==> config.mk <==
export PLATFORM = sky130hd
export DESIGN_NAME = carry_skip_adder_pipe
export DESIGN_NICKNAME = d
export VERILOG_FILES = /design/src/rtl/carry_skip_pkg.sv /design/src/rtl/carry_skip_block.sv /design/src/rtl/carry_skip_adder_pipe.sv
export SDC_FILE = /design/constraint.sdc
export NUM_CORES = 1
export LEC_CHECK = 0
export ABC_AREA = 1
export CAP_MARGIN = 5
export CORE_MARGIN = 4
export CORE_UTILIZATION = 40
export DETAILED_ROUTE_END_ITERATION = 10
export PLACE_DENSITY = 0.69
export RECOVER_POWER = 100
export REMOVE_ABC_BUFFERS = 1
export SLEW_MARGIN = 30
export SYNTH_ARGS = -nofsm -noshare
export SYNTH_HDL_FRONTEND = slang
export SYNTH_SLANG_ARGS = --single-unit
==> constraint.sdc <==
create_clock -name clk -period 5.4 [get_ports clk]
set_input_delay 1.08 -clock clk [delete_from_list [all_inputs] [get_ports clk]]
set_output_delay 1.08 -clock clk [all_outputs]
set_load 0.005 [all_outputs]
==> src/rtl/carry_skip_pkg.sv <==
// Shared constants and stage payload type for the pipelined carry-skip adder.
package carry_skip_pkg;

    localparam int unsigned CSA_WIDTH = 16;
    localparam int unsigned CSA_BLOCK = 4;

    // Per-stage carry state travelling alongside the operand/sum words.
    typedef struct packed {
        logic carry;
        logic ovf;
    } stage_ctl_t;

endpackage

==> src/rtl/carry_skip_block.sv <==
// One BLOCK-bit carry-skip slice: ripple sum plus a skip mux on the carry-out.
module carry_skip_block #(
    parameter int unsigned BLOCK = 4
) (
    input  logic [BLOCK-1:0] i_a,
    input  logic [BLOCK-1:0] i_b,
    input  logic             i_cin,
    output logic [BLOCK-1:0] o_sum,
    output logic             o_cout,
    output logic             o_prop,
    output logic             o_c_msb
);

    always_comb begin
        logic [BLOCK:0] w_c;
        w_c     = '0;
        o_sum   = '0;
        w_c[0]  = i_cin;
        for (int i = 0; i < int'(BLOCK); i++) begin
            o_sum[i]  = i_a[i] ^ i_b[i] ^ w_c[i];
            w_c[i+1]  = (i_a[i] & i_b[i]) | ((i_a[i] ^ i_b[i]) & w_c[i]);
        end
        o_prop  = &(i_a ^ i_b);
        // Skip path: a fully propagating slice passes its carry-in straight through.
        o_cout  = o_prop ? i_cin : w_c[BLOCK];
        o_c_msb = w_c[BLOCK-1];
    end

endmodule

==> src/rtl/carry_skip_adder_pipe.sv <==
// Pipelined carry-skip adder: one BLOCK-bit slice per stage, valid/ready flow
// control with bubble collapsing and a registered result at the last stage.
module carry_skip_adder_pipe
    import carry_skip_pkg::*;
#(
    parameter int unsigned WIDTH = CSA_WIDTH,
    parameter int unsigned BLOCK = CSA_BLOCK
) (
    input  logic             clk,
    input  logic             rst,
    input  logic             in_valid,
    output logic             in_ready,
    input  logic [WIDTH-1:0] a,
    input  logic [WIDTH-1:0] b,
    input  logic             cin,
    output logic             out_valid,
    input  logic             out_ready,
    output logic [WIDTH-1:0] sum,
    output logic             cout,
    output logic             ovf
);

    localparam int unsigned NBLK = (BLOCK == 0) ? 1 : WIDTH / BLOCK;
    localparam int unsigned REM  = (BLOCK == 0) ? 0 : WIDTH % BLOCK;
    localparam int unsigned LAST = NBLK - 1;

    generate
        if (BLOCK < 1 || WIDTH < 2 || REM != 0) begin : g_bad_params
            $error("carry_skip_adder_pipe: WIDTH must be >= 2 and a multiple of BLOCK >= 1");
        end
    endgenerate

    // Stage registers: stage k holds operands with slices [0..k] already summed.
    logic [WIDTH-1:0] r_a   [NBLK];
    logic [WIDTH-1:0] r_b   [NBLK];
    logic [WIDTH-1:0] r_s   [NBLK];
    stage_ctl_t       r_ctl [NBLK];
    logic             r_v   [NBLK];

    logic [WIDTH-1:0] w_src_a   [NBLK];
    logic [WIDTH-1:0] w_src_b   [NBLK];
    logic [WIDTH-1:0] w_src_s   [NBLK];
    logic [WIDTH-1:0] w_nxt_s   [NBLK];
    logic [BLOCK-1:0] w_blk_s   [NBLK];
    stage_ctl_t       w_nxt_ctl [NBLK];
    logic             w_src_v   [NBLK];
    logic             w_adv     [NBLK];
    logic [NBLK-1:0]  w_src_c;
    logic [NBLK-1:0]  w_co;
    logic [NBLK-1:0]  w_prop;
    logic [NBLK-1:0]  w_cmsb;

    generate
        for (genvar k = 0; k < int'(NBLK); k++) begin : g_stage
            if (k == 0) begin : g_head
                assign w_src_a[k] = a;
                assign w_src_b[k] = b;
                assign w_src_s[k] = '0;
                assign w_src_c[k] = cin;
                assign w_src_v[k] = in_valid;
            end else begin : g_body
                assign w_src_a[k] = r_a[k-1];
                assign w_src_b[k] = r_b[k-1];
                assign w_src_s[k] = r_s[k-1];
                assign w_src_c[k] = r_ctl[k-1].carry;
                assign w_src_v[k] = r_v[k-1];
            end

            carry_skip_block #(
                .BLOCK (BLOCK)
            ) u_blk (
                .i_a     (w_src_a[k][k*BLOCK +: BLOCK]),
                .i_b     (w_src_b[k][k*BLOCK +: BLOCK]),
                .i_cin   (w_src_c[k]),
                .o_sum   (w_blk_s[k]),
                .o_cout  (w_co[k]),
                .o_prop  (w_prop[k]),
                .o_c_msb (w_cmsb[k])
            );

            // Slice k of the incoming sum word is still zero, so OR merges it in.
            assign w_nxt_s[k]         = w_src_s[k] | (WIDTH'(w_blk_s[k]) << (k*BLOCK));
            assign w_nxt_ctl[k].carry = w_co[k];
            // A fully propagating slice cannot overflow: MSB carry-in equals carry-out.
            assign w_nxt_ctl[k].ovf   = ~w_prop[k] & (w_cmsb[k] ^ w_co[k]);
        end
    endgenerate

    // Advance chain from the output back: a stage moves if empty or its successor moves.
    always_comb begin
        logic w_chain;
        for (int k = 0; k < int'(NBLK); k++) begin
            w_adv[k] = 1'b0;
        end
        w_chain     = ~r_v[LAST] | out_ready;
        w_adv[LAST] = w_chain;
        for (int k = int'(NBLK) - 2; k >= 0; k--) begin
            w_chain  = ~r_v[k] | w_chain;
            w_adv[k] = w_chain;
        end
    end

    always_ff @(posedge clk) begin
        if (rst) begin
            for (int k = 0; k < int'(NBLK); k++) begin
                r_v[k]   <= 1'b0;
                r_a[k]   <= '0;
                r_b[k]   <= '0;
                r_s[k]   <= '0;
                r_ctl[k] <= '0;
            end
        end else begin
            for (int k = 0; k < int'(NBLK); k++) begin
                if (w_adv[k]) begin
                    r_v[k]   <= w_src_v[k];
                    r_a[k]   <= w_src_a[k];
                    r_b[k]   <= w_src_b[k];
                    r_s[k]   <= w_nxt_s[k];
                    r_ctl[k] <= w_nxt_ctl[k];
                end
            end
        end
    end

    assign in_ready  = w_adv[0] & ~rst;
    assign out_valid = r_v[LAST];
    assign sum       = r_s[LAST];
    assign cout      = r_ctl[LAST].carry;
    assign ovf       = r_ctl[LAST].ovf;

endmodule

# Yosys cells after proc, flatten, opt, wreduce, memory -nomap -nowiden
# Memory sizes are Yosys's and may differ from the RTL's.
# Index checks and enable logic that the tools add are counted.
[word_totals] regBits=0 mem_bits_rw=204 wordCells=176 n_memories=5
[classes] muxes=38 n_bitwise=129 reduce_logical=4
[mem_list] name="r_a" depth=4 width=16 read_ports=3 rd_clocked_by_memory_dff=0 wr=4 line_no="carry_skip_adder_pipe.sv:34" source="logic [WIDTH-1:0] r_a [NBLK];"
[mem_list] name="r_b" depth=4 width=16 read_ports=3 rd_clocked_by_memory_dff=0 wr=4 line_no="carry_skip_adder_pipe.sv:35" source="logic [WIDTH-1:0] r_b [NBLK];"
[mem_list] name="r_s" depth=4 width=16 read_ports=4 rd_clocked_by_memory_dff=0 wr=4 line_no="carry_skip_adder_pipe.sv:36" source="logic [WIDTH-1:0] r_s [NBLK];"
[mem_list] name="r_ctl" depth=4 width=2 read_ports=4 rd_clocked_by_memory_dff=0 wr=4 line_no="carry_skip_adder_pipe.sv:37" source="stage_ctl_t r_ctl [NBLK];"
[mem_list] name="r_v" depth=4 width=1 read_ports=4 rd_clocked_by_memory_dff=0 wr=4 line_no="carry_skip_adder_pipe.sv:38" source="logic r_v [NBLK];"
[op_table] cell="$mux 16" n=12
[op_table] cell="$or 1x1->1" n=40
[op_table] cell="$and 1x1->1" n=37
[op_table] cell="$xor 1x1->1" n=36
[op_table] cell="$mux 1" n=22
[op_table] cell="$or 16x12->16" n=1
[op_table] cell="$or 16x16->16" n=1
[op_table] cell="$or 16x8->16" n=1
[op_table] cell="$reduce_and 4->1" n=4
[op_table] cell="$xor 4x4->4" n=4
[op_table] cell="$not 1->1" n=9
[op_table] cell="$mux 2" n=4

# Longest topological paths before layout
# Gate-level depths: netlist of run 1.
# An unclocked memory read counts as a cell.
[logic_depth] depth_word=14 ltp_mapped=12

# Modules after synthesis
# From an unflattened synthesis of run 1, not the netlist that was laid out.
[unflattened] hier_cells=413 area_unflattened_um2=4626.9
[modules_own_cells] mod="carry_skip_adder_pipe" n_inst=1 cells_per_inst=317 area_each_um2=3851.2
[modules_own_cells] mod="carry_skip_block" n_inst=4 cells_per_inst=24 area_each_um2=193.9

# Least setup slack after synthesis of run 1
# OpenSTA, ideal clock, no wires.
[synth_timing] path_type="input to output" from="in out_ready" to="out in_ready" arrival_time_ns=1.772 required_ns=4.320 setup_slack_ns=2.548 stages=7 n_path_buf=1 cell_sequence="inv_1 nand2_2 nor2_4 nand2_2 o21ai_4 buf_6 inv_1"
[synth_via] elab_chain_len=5
[synth_rtl] element="start: declaration" line_no="carry_skip_adder_pipe.sv:17" source="input logic out_ready,"
[synth_rtl] element="$or 1x1->1" line_no="carry_skip_adder_pipe.sv:95" source="w_chain = ~r_v[LAST] | out_ready;"
[synth_rtl] element="$or 1x1->1 (3 in a row)" line_no="carry_skip_adder_pipe.sv:98" source="w_chain = ~r_v[k] | w_chain;"
[synth_rtl] element="$and 1x1->1" line_no="carry_skip_adder_pipe.sv:125" source="assign in_ready = w_adv[0] & ~rst;"
[synth_rtl] element="end: declaration" line_no="carry_skip_adder_pipe.sv:12" source="output logic in_ready,"
# No other way between the ends.

# Worst setup path in the final report of run 1
# Same ends and word-level chain as after synthesis.

==> reports/qor.txt, run 1 <==
DRT Pass-1 Iters - 4
CP required - 4.32 ns
Die Ht - 114 microns
Multi-input gate area - 1040 sq um
CP max stage cell - dlygate4sd3_1
Adder-Cell Fraction of Synth Area - 0.116
Htree depth - 3
Clk_skew - 0.00472 ns
Post-Synth XOR/XNOR Area - 0
GR Overflow Total - 0
Worst Setup Path Type - primary input to output port
Dpl ws - 1.74 ns
Final setup TNS - 0 ns
Sequential Area - 2910 sq um
DIE WIDTH - 114 microns
Number of buffers created by CTS - 9
Vias per Instance - 4.00
Hold Path Class - flip-flop to flip-flop
Total power - 1640 uW
Drt wl/cell - 9.71 microns
First-pass GRT wire length - 10200 microns
Final Critical Period - 4.24 ns
CTS Sinks - 97
Tot GR Track Use - 0.0989
CTS tree - yes
Failing checks - capacitance limit, slew limit
Yosys top cell area share - 0.647
Clock root buffer - clkbuf_16
Worst-path clk slew - 0.06 ns
Core Region - 10900 sq um
Crit path launch type - primary input
F_max - 236 MHz
Slew headroom - -0.363
Hold depth - 2
Synth Area in Compound Gates - 0.0122
Share of layout cells above drive strength 1 - 0.0353
Final Worst Setup Slack - 1.16 ns
Register area share after synthesis - 0.647
Largest family of logic cells by synthesized area - adder cells
Avg Synthesized Cell Area - 11.6 sq um
Area delta synth->final - 21.2%
Post-route ant nets - 0
Vias in the first global route - 2384
DP Wirelength - 4340 microns
Final Cell Area - 5460 sq um
Worst R2R Path Depth - 6
Area of the die - 13000 sq um
# resized after CTS - 0
CP Capture Type - output port
Maximum number of pins on one net before global-route repair - 31
RD Place Congestion - 0.754
Worst slew pin tran - 2.02 ns
DR vias - 2370
Post-CTS Setup Bufs - 0
Pleak - 0.00246 uW
CTS Hold Bufs - 0
Final Util - 0.499
Worst-path cell chain - dlygate4sd3_1, inv_1, nand2_1, nor2_1, nand2_1, o21ai_0, inv_1, dlygate4sd3_1
Count of final hold-check violations - 0
Number of diodes - 0
Ports - 57
Post-Synthesis Cells - 387
Cell row count - 38
Post-synth EDFFs - 97
Yosys warns - 0
#FFs+latches synth - 97
Max incr delay on CP - 0.59 ns
DRC - 0
Most common cell in the netlist - inv_1
Power per cell area - 301 nW/um^2
Period utilization - 0.785
Initial antenna violation count - 0
Synthesized area - 4500 sq um
Final setup fails - 0
Area contributors post-synth - edfxtp_1 (65%), inv_1 (9.8%), nor2_1 (8.3%)
WL final - 5760 microns
Clock Tree Buf Depth - 2
Cell taking the most area after synthesis - edfxtp_1
Starting density of the core - 0.412
Placed cell areas - 5180 sq um
Worst Path Arrival - 3.16 ns
Outcome - complete, but fails checks
RSZ-0062 raised after global routing - no
Worst skew pair latency - 0.33 ns
Distinct cells, synth - 21
Async SR Flop Fraction - 0
1st-iter DRT viols - 81
IO buf count - 56
Main synth FF type - edfxtp_1
Nets - 517
Max VDD drop - 125 uV
Number of fill cells - 1001
Max Slew Vio Count - 23
Max-cap violations - 1
CP max FO - 3
Synth top cells by count - inv_1 (118), nor2_1 (100), edfxtp_1 (97), fa_1 (16), ha_1 (16)
Post-Synth Simple-Gate Area - 0.111
Mux contribution to synthesized area - 0
-- registers in the layout, indices dropped and copies added (netlist names) --
register,count
r_v,4
r_a,24
r_s,40
r_ctl,5
r_b,24
-- worst max-delay path, delay by kind of cell --
kind / cells / cell delay (ns)
AOI/OAI and AO/OA: 1 / 0.50
and+or+nand+nor: 3 / 0.30
buffers and inverters: 4 / 1.27
-- path summary, 6_finish.rpt --
check / start / endpoint / slack, ns
worst max-delay path: out_ready / in_ready / 1.16
worst min-delay path: r_b[0][13]$_SDFFCE_PN0P_ / r_b[0][29]$_SDFFCE_PN0P_ / 0.54
worst max register to register: r_v[0][3]$_DFFE_PP_ / r_s[0][3]$_SDFFCE_PN0P_ / 2.79
worst min register to register: r_b[0][13]$_SDFFCE_PN0P_ / r_b[0][29]$_SDFFCE_PN0P_ / 0.54
-- stage by stage --
| stage | hold WS (ns) | instances |
|---|---|---|
| 4_1_cts | 0.545 | 593 |
| 3_3_place_gp | 0.531 | 577 |
| 5_1_grt | 0.562 | 593 |
| 3_5_place_dp | 0.529 | 577 |
| 2_1_floorplan | 0.519 | 379 |
| 6_report | 0.540 | 593 |
-- kinds of logic (layout without fill, tap and decap cells) --
logic type | after synthesis | in the layout
AO/OA/AOI/OAI | 7 | 7
adder cells (fa/ha/maj) | 32 | 32
buffers and inverters | 127 | 193
flip-flops | 97 | 97
AND/OR/NAND/NOR | 124 | 124
-- power breakdown --
group | switching, uW | leakage (uW) | internal (uW)
combinational | 53.4 | 0.00116 | 56.9
clock | 250 | 0.000144 | 402
sequential | 12.2 | 0.00116 | 866
total | 316 | 0.00246 | 1320
-- per-layer routing --
metal / wire length [microns] / global-route usage
met1: 2610 / 0.114
met2: 2730 / 0.165
met3: 269 / 0.0301
met4: 142 / 0.0523
met5: 0 / 0
-- area by class of cell --
class                      count  share of cell area
clock buffer                  10              0.0420
clock inverter                 6              0.0151
inverter                     119              0.0819
multi-input combinational    163               0.191
sequential                    97               0.534
tap                          140              0.0321
timing repair buffer          58               0.104
-- layout by cell type (no fill, tap or decap) --
cell type,instances
o21bai_1,1
inv_1,118
nand3_1,3
clkbuf_1,3
bufinv_16,2
clkdlybuf4s50_1,34
dlygate4sd3_1,22
edfxtp_1,97
clkbuf_16,9
fa_1,16
o21ai_0,3
clkinvlp_4,2
nand2_1,15
ha_1,16
nand4_1,2
o21a_1,1
a21oi_1,2
nor2_1,101
nor2_2,3
clkinv_1,3
Power figures use the tool's default switching activity.
==> run 2: changes to the inputs <==
PLACE_DENSITY = 0.71   (was 0.69)
clock period = 3.6 ns   (was 5.4 ns; I/O delays follow)
==> reports/qor.txt, run 2 (synthesized netlist as in run 1, its figures left out) <==
IO buf count - 56
Final Critical Period - 3.07 ns
Switching Fraction - 0.186
1st-iter DRT viols - 44
Htree depth - 3
Clk_skew - 0.00717 ns
WL final - 5850 microns
Slew headroom - -0.427
Max incr delay on CP - 0.58 ns
DRC - 0
Max-cap violations - 1
Period utilization - 0.852
Sequential cell fraction of total power - 0.539
Clock network fraction of total power - 0.392
CP max stage cell - dlygate4sd3_1
Maximum number of pins on one net before global-route repair - 31
Share of layout cells above drive strength 1 - 0.0352
RD Place Congestion - 0.737
Area delta synth->final - 21.5%
CTS Sinks - 97
Core Region - 10900 sq um
Worst-path cell chain - clkdlybuf4s50_1, inv_1, nand2_2, nor2_1, nand2_1, o21ai_4, inv_1, dlygate4sd3_1
Final setup TNS - 0 ns
Number of diodes - 0
Multi-input gate area - 1060 sq um
Drt wl/cell - 9.85 microns
CTS Hold Bufs - 0
Max Slew Vio Count - 23
Top flop regs - r_s (40), r_a (24), r_b (24)
Max VDD drop - 221 uV
Worst Path Arrival - 2.35 ns
P_sw - 455 uW
Top cell by count, worst path - inv_1
Hold Path Class - flip-flop to flip-flop
Reg2reg setup slack - 1.03 ns
Vias per Instance - 3.99
Tot GR Track Use - 0.0998
First-pass GRT wire length - 10400 microns
DRT Pass-1 Iters - 4
Final Worst Setup Slack - 0.533 ns
Sequential Area - 2910 sq um
Worst Setup Path Type - primary input to output port
Count of final hold-check violations - 0
Most frequent cells in the layout - inv_1 (118), nor2_1 (101), edfxtp_1 (97)
Worst skew pair latency - 0.33 ns
DP Wirelength - 4460 microns
Vias in the first global route - 2449
Clock root buffer - clkbuf_16
F_max - 326 MHz
CP Capture Type - output port
Max reg flops - 40
Post-CTS Setup Bufs - 0
Combinational share of power - 0.069
Final setup fails - 0
Nets - 518
DIE WIDTH - 114 microns
Crit path launch type - primary input
Failing checks - capacitance limit, slew limit
Number of fill cells - 1014
CTS tree - yes
Most common cell after layout, fill and taps aside - inv_1
RSZ-0062 raised after global routing - no
Starting density of the core - 0.412
Area of the die - 13000 sq um
Worst slew pin tran - 2.12 ns
Cell row count - 38
DR vias - 2368
Power per cell area - 447 nW/um^2
Outcome - complete, but fails checks
CP max FO - 3
Post-route ant nets - 0
CP required - 2.88 ns
# resized after CTS - 0
GR Overflow Total - 0
Final Util - 0.500
Clock Tree Buf Depth - 2
Die Ht - 114 microns
Dpl ws - 0.612 ns
Pleak - 0.00247 uW
Most flops, register - r_s
Total power - 2440 uW
Initial antenna violation count - 0
Internal power - 1990 uW
Number of buffers created by CTS - 9
Worst-path clk slew - 0.06 ns
Ports - 57
-- run 2: cell types whose count changed in the layout (fill, tap and decap cells not counted) --
cell and delta:
o21ai_0 -1, nand2_1 -1, o21ai_4 +1, dlygate4sd3_1 -1
nand2_2 +1, clkbuf_1 +3, clkdlybuf4s50_1 +1, clkinvlp_4 -2
-- run 2: critical path: cells and delay by family --
kind | cells | cell delay [ns]
buf+inv | 4 | 1.13
simple gates | 3 | 0.31
compound gates | 1 | 0.20
-- run 2: worst paths after layout --
kind	start	cells past startpoint	endpoint
max	out_ready	8	in_ready
min	r_s[2][5]$_SDFFCE_PN0P_	2	r_s[3][5]$_SDFFCE_PN0P_
max reg2reg	r_ctl[2][1]$_SDFFCE_PN0P_	11	r_ctl[3][1]$_SDFFCE_PN0P_
min reg2reg	r_s[2][5]$_SDFFCE_PN0P_	2	r_s[3][5]$_SDFFCE_PN0P_
-- run 2: per-layer routing --
metal	vias to the layer above	part of all wire	routed length, microns	global-route usage
li1	1279	-	-	-
met1	1027	0.43	2540	0.119
met2	50	0.50	2910	0.169
met3	12	0.046	268	0.0211
met4	0	0.023	134	0.0554
met5	-	0	0	0
-- run 2: final cells by class --
| cell class | instances | area share |
|---|---|---|
| sequential | 97 | 0.533 |
| timing repair buffer | 59 | 0.105 |
| clock inverter | 4 | 0.0124 |
| multi-input combinational | 163 | 0.193 |
| tap | 140 | 0.0320 |
| inverter | 119 | 0.0817 |
| clock buffer | 12 | 0.0433 |
-- run 2: stage by stage --
step | instance area [sq um] | hold slack [ns] | instances
floorplan | 4430 | 0.519 | 379
global placement | 5190 | 0.528 | 578
detailed placement | 5190 | 0.528 | 578
CTS | 5500 | 0.545 | 594
global route | 5470 | 0.563 | 594
finish | 5470 | 0.541 | 594
-- run 2: power by group through the flow --
stage	Clock, uW	Sequential [uW]	Combinational, uW
2_1_floorplan	0	1340	91.4
3_3_place_gp	0	1340	170
3_5_place_dp	0	1340	175
4_1_cts	983	1320	177
5_1_grt	1040	1320	198
6_report	959	1320	168
